### config.mk
export PLATFORM = sky130hd
export DESIGN_NAME = te_round_scheduler
export DESIGN_NICKNAME = d
export VERILOG_FILES = /design/src/rtl/te_round_scheduler.sv
export SDC_FILE = /design/constraint.sdc
export NUM_CORES = 1
export LEC_CHECK = 0
export BUFFER_PORTS_ARGS = -buffer_cell sky130_fd_sc_hd__buf_2
export CORE_ASPECT_RATIO = 0.6
export CORE_MARGIN = 2
export CORE_UTILIZATION = 54
export CTS_BUF_LIST = sky130_fd_sc_hd__clkbuf_4
export DETAILED_ROUTE_END_ITERATION = 12
export PLACE_DENSITY = 0.79
export SYNTH_ARGS = -nofsm -noshare
export SYNTH_HDL_FRONTEND = slang
export SYNTH_SLANG_ARGS = --single-unit
export TNS_END_PERCENT = 1
### constraint.sdc
create_clock -name clk -period 3 [get_ports clk]
set_clock_uncertainty 0.2 [all_clocks]
set_input_delay 0.6 -clock clk [delete_from_list [all_inputs] [get_ports clk]]
set_output_delay 0.6 -clock clk [all_outputs]
set_load 0.03 [all_outputs]
### src/rtl/te_round_scheduler.sv
// Tracking-engine round scheduler.
// Walks the enabled logical channels of one round in batches of up to four,
// binds each batch to physical slots 0..3 and sequences fill, correlation and
// dump for it. Any WAIT state that outlasts WAIT_TIMEOUT cycles aborts the
// round and raises a sticky timeout_err.
module te_round_scheduler #(
    parameter int WAIT_TIMEOUT = 1023
) (
    input  logic        clk,
    input  logic        rst_b,
    input  logic        te_start,
    input  logic        te_abort,
    input  logic [31:0] channel_mask,
    input  logic        fill_state_done,
    input  logic        dump_state_done,
    input  logic        corr_done,
    output logic [3:0]  physical_channel_en,
    output logic [4:0]  logic_channel_index0,
    output logic [4:0]  logic_channel_index1,
    output logic [4:0]  logic_channel_index2,
    output logic [4:0]  logic_channel_index3,
    output logic        fill_start,
    output logic        corr_start,
    output logic        dump_start,
    output logic        round_done,
    output logic        busy,
    output logic        timeout_err
);

    typedef enum logic [3:0] {
        IDLE,
        FIND,
        FILL_REQ,
        FILL_WAIT,
        CORR_REQ,
        CORR_WAIT,
        DUMP_REQ,
        DUMP_WAIT,
        DONE
    } state_t;

    // Last wait_cnt value before giving up: the counter starts at 0 on WAIT
    // entry, so this value is reached in the WAIT_TIMEOUT-th WAIT cycle.
    localparam logic [9:0] WAIT_LAST = 10'(WAIT_TIMEOUT - 1);

    state_t      state;
    logic [31:0] remaining;
    logic [1:0]  slot_k;
    logic [9:0]  wait_cnt;
    logic [4:0]  slot_idx [4];
    logic [4:0]  low_idx;
    logic [31:0] rem_next;
    logic        wait_done;

    function automatic logic [4:0] lowest_set(input logic [31:0] v);
        logic [4:0] r;
        r = '0;
        for (int i = 31; i >= 0; i--) begin
            if (v[i]) r = 5'(i);
        end
        return r;
    endfunction

    assign logic_channel_index0 = slot_idx[0];
    assign logic_channel_index1 = slot_idx[1];
    assign logic_channel_index2 = slot_idx[2];
    assign logic_channel_index3 = slot_idx[3];

    // Next channel to bind and the remaining mask once it has been taken.
    always_comb begin
        low_idx  = lowest_set(remaining);
        rem_next = remaining & ~(32'd1 << low_idx);
    end

    // Completion pulse that matters in the current WAIT state; others are ignored.
    always_comb begin
        wait_done = 1'b0;
        case (state)
            FILL_WAIT: wait_done = fill_state_done;
            CORR_WAIT: wait_done = corr_done;
            DUMP_WAIT: wait_done = dump_state_done;
            default:   wait_done = 1'b0;
        endcase
    end

    // Round sequencer with registered outputs; abort outranks done and timeout.
    always_ff @(posedge clk) begin
        if (!rst_b) begin
            state               <= IDLE;
            remaining           <= '0;
            slot_k              <= '0;
            wait_cnt            <= '0;
            physical_channel_en <= '0;
            for (int s = 0; s < 4; s++) slot_idx[s] <= '0;
            fill_start          <= 1'b0;
            corr_start          <= 1'b0;
            dump_start          <= 1'b0;
            round_done          <= 1'b0;
            busy                <= 1'b0;
            timeout_err         <= 1'b0;
        end else begin
            fill_start <= 1'b0;
            corr_start <= 1'b0;
            dump_start <= 1'b0;
            round_done <= 1'b0;
            if (te_abort) begin
                if (state != IDLE) begin
                    state               <= IDLE;
                    busy                <= 1'b0;
                    physical_channel_en <= '0;
                    remaining           <= '0;
                end
            end else begin
                case (state)
                    IDLE: begin
                        if (te_start) begin
                            remaining           <= channel_mask;
                            timeout_err         <= 1'b0;
                            physical_channel_en <= '0;
                            slot_k              <= '0;
                            busy                <= 1'b1;
                            state               <= FIND;
                        end
                    end
                    FIND: begin
                        if (remaining != '0) begin
                            slot_idx[slot_k]            <= low_idx;
                            physical_channel_en[slot_k] <= 1'b1;
                            remaining                   <= rem_next;
                            slot_k                      <= slot_k + 2'd1;
                            if (slot_k == 2'd3 || rem_next == '0) begin
                                state      <= FILL_REQ;
                                fill_start <= 1'b1;
                            end
                        end else begin
                            state      <= DONE;
                            round_done <= 1'b1;
                        end
                    end
                    FILL_REQ: begin
                        state    <= FILL_WAIT;
                        wait_cnt <= '0;
                    end
                    CORR_REQ: begin
                        state    <= CORR_WAIT;
                        wait_cnt <= '0;
                    end
                    DUMP_REQ: begin
                        state    <= DUMP_WAIT;
                        wait_cnt <= '0;
                    end
                    FILL_WAIT, CORR_WAIT, DUMP_WAIT: begin
                        if (wait_done) begin
                            if (state == FILL_WAIT) begin
                                state      <= CORR_REQ;
                                corr_start <= 1'b1;
                            end else if (state == CORR_WAIT) begin
                                state      <= DUMP_REQ;
                                dump_start <= 1'b1;
                            end else if (remaining != '0) begin
                                state               <= FIND;
                                physical_channel_en <= '0;
                                slot_k              <= '0;
                            end else begin
                                state      <= DONE;
                                round_done <= 1'b1;
                            end
                        end else if (wait_cnt == WAIT_LAST) begin
                            timeout_err         <= 1'b1;
                            physical_channel_en <= '0;
                            busy                <= 1'b0;
                            state               <= IDLE;
                        end else begin
                            wait_cnt <= wait_cnt + 10'd1;
                        end
                    end
                    DONE: begin
                        state <= IDLE;
                        busy  <= 1'b0;
                    end
                    default: begin
                        state <= IDLE;
                        busy  <= 1'b0;
                    end
                endcase
            end
        end
    end

endmodule

==> impl_metrics.py <==
metrics = {
    "power_and_ir_drop": {
        "total_power_w": 0.00426,
        "ir_drop_uv": 379,
        "power.density_nw_per_um2": 686,
        "p_leak_nw": 2.61,
    },
    "worst_setup_path": {
        "critical_path_class": "register to register",
        "worst_ep_required_time_ps": 3180,
        "end_kind": "register",
        "start_kind": "register",
        "critPathArrivalTime_ps": 3500,
        "crit_fanout": 5,
    },
    "die": {
        "core_um2": 8010,
        "std_cell_rows": 25,
        "die_h_um": 75.1,
        "die_x_um": 122,
        "floorplan.initialDensity": 0.567,
        "dieArea_um2": 9190,
        "num_io_pins": 69,
    },
    "yosys": {
        "synth_area_leader_cell": "dfxtp_1",
        "yosys-mux-area-fraction": 0.00716,
        "synth_nets": 600,
        "syn_avg_cell_area_um2": 8.19,
        "ys_warn_count": 0,
        "synth_area_um2": 4540,
        "synth-edff-count": 20,
        "ys_types": 68,
        "synth_cells": 555,
        "synth_xor_area_frac": 0.0174,
        "synth_top_family_by_area": "simple AND/OR/NAND/NOR gates",
        "synth_top_area_share": 0.256,
        "async_flop_share": 0,
        "synth_area_leaders": "dfxtp_1 (26%), edfxtp_1 (13%), nor2_1 (5.9%)",
        "synth-simple-area-share": 0.295,
        "synth_seq_cells": 78,
        "yosysSeqAreaShare": 0.388,
        "synth_common_cells": "nor2_1 (71), nand2_1 (69), dfxtp_1 (58)",
        "synth_compound_area_frac": 0.239,
        "synth_most_common_cell": "nor2_1",
        "yosys.area_share.adder": 0.0187,
        "synthFlopType": "dfxtp_1",
    },
    "cts": {
        "clock_sinks": 78,
        "insertion_delay_ps": 490,
        "cts-hold-fix-buffers": 0,
        "cts_made_buffers": 9,
        "cts_tree": "done",
        "clk_path_buf_depth": 2,
        "htree_levels": 3,
        "cts.root.buffer_cell": "clkbuf_4",
        "path_clk_slew_ps": 140,
    },
    "cells_and_area": {
        "area_delta_synth_final_pct": 36.7,
        "fillerInstances": 582,
        "final_util": 0.776,
        "stdcell_count": 847,
        "fin_nets": 779,
        "diodes": 0,
        "drive_gt1_frac": 0.365,
        "finalInstanceArea_um2": 6210,
    },
    "grt": {
        "grt_overflow": 0,
        "grt.busiest_layer": "met1",
        "grt_util_met2": 0.593,
        "globalRouteMet1Util": 0.595,
        "grt_first_pass_wirelength_um": 28200,
        "grt_pass1_vias": 5132,
        "grt_max_degree": 47,
        "antenna_found_initial": 0,
        "grt_use_total": 0.420,
        "met3_usage": 0.154,
    },
    "routing": {
        "route.detailed.drc": 0,
        "vias_per_cell": 6.38,
        "wl_um": 18400,
        "vias": 5408,
        "first_pass_iters": 7,
        "avgRoutedWirePerCell_um": 21.8,
        "drtIter0Drc": 660,
        "ant_nets": 0,
    },
    "sta": {
        "period_share": 1.11,
        "hold_viol_final": 0,
        "setup_ws_ps": -328,
        "slew_headroom": 0.451,
        "setup_tns_ps": -1100,
        "rsz0062_at_grt": "yes",
        "min_period_ps": 3330,
        "tightestPinTransition_ps": 822,
        "slew_violations": 0,
        "setup_viol": 4,
        "max_freq_ghz": 0.301,
    },
    "outcome": {
        "violations": "negative setup slack",
        "status": "finished, violations left",
    },
    "placement": {
        "place_hpwl_um": 14200,
        "place_inst": 827,
        "placed_area_um2": 5830,
        "port_buffers": 68,
        "gp_congestion": 1.05,
    },
    "run": {
        "maxCapViolCount": 0,
    },
    "worst_hold_path": {
        "hold_path_class": "input port to register",
    },
}
==> per-layer routing <==
layer | up-vias | wire, um
met5 | - | 14
li1 | 2390 | -
met2 | 426 | 7260
met4 | 2 | 447
met1 | 2535 | 7650
met3 | 55 | 3080
==> sequential cells by signal (all words and copies together), names as in the netlist <==
signal	flops
remaining	32
dump_start	1
fill_start	1
wait_cnt	10
corr_start	1
timeout_err	1
slot_idx	20
physical_channel_en	4
slot_k	2
state	4
busy	1
round_done	1
==> cells in the final DEF (no fill, tap or decap), types with 6 or more instances in the layout <==
master and count:
buf_4 129, inv_1 8, o31ai_1 7, a22oi_1 26, nand4_1 6, nor2_1 65, nor2b_1 32, clkbuf_4 9
ha_1 6, nand2_1 66, nand2b_1 10, nand3_1 15, a21oi_1 21, and2_1 7, nor3_1 16, buf_2 68
dfxtp_1 55, nor2_2 6, o21ai_0 38, xor2_1 6, edfxtp_1 20
==> final cells by class <==
class | instances | area, um^2 | share of cell area
clock buffers | 9 | 67.6 | 0.0109
clock inverters | 7 | 105 | 0.0169
inverters | 8 | 30.0 | 0.00483
multi-input cells | 439 | 2790 | 0.449
flip-flops and latches | 78 | 1770 | 0.284
well taps | 108 | 135 | 0.0218
repair buffers | 198 | 1320 | 0.213
==> where the power goes <==
part / switching [W] / internal (W)
clock: 0.000452 / 0.000350
combinational: 0.00133 / 0.000919
sequential: 0.0000641 / 0.00114
total: 0.00185 / 0.00241
==> critical path, stage by stage, from the launching register on <==
cell and delay, ps:
dfxtp_1 340, buf_4 130, buf_4 150, nor2_1 100, a221oi_1 80, or4_1 460, a21o_1 220, and2_1 210
buf_4 180, o31a_1 320, a211o_1 290, nor3_4 190, a31oi_2 160, nand3_2 120, a21oi_1 80
==> metrics by stage <==
stage | hold slack [ps] | setup WS, ps
6_report | 154 | -328
5_1_grt | 180 | -371
4_1_cts | 167 | -201
3_5_place_dp | 253 | -339
3_3_place_gp | 253 | -322
2_1_floorplan | 272 | 88.5
==> timing repair <==
| action | CTS | global route |
|---|---|---|
| setup endpoints to repair | 30 | 63 |
| gates resized for setup | 19 | 27 |
| pin swaps | 4 | 6 |
| setup buffers | 1 | 3 |
==> path summary, 6_finish.rpt <==
check | from | endpoint | slack (ps) | cells after the start
max | remaining[29]$_SDFFE_PN0P_ | state[2]$_SDFFE_PN0P_ | -330 | 14
min reg2reg | physical_channel_en[3]$_SDFFE_PN0P_ | physical_channel_en[3]$_SDFFE_PN0P_ | 280 | 2
max reg2reg | remaining[29]$_SDFFE_PN0P_ | state[2]$_SDFFE_PN0P_ | -330 | 14
min | channel_mask[3] | remaining[3]$_SDFFE_PN0P_ | 150 | 3
==> cells by family after synthesis <==
family	Yosys count
AO/OA/AOI/OAI	155
buffers and inverters	38
adder cells (fa/ha/maj)	7
multiplexers	3
AND/OR/NAND/NOR	265
flip-flops	78
XOR/XNOR	9
Note: power is estimated with default switching activity, not from simulation.
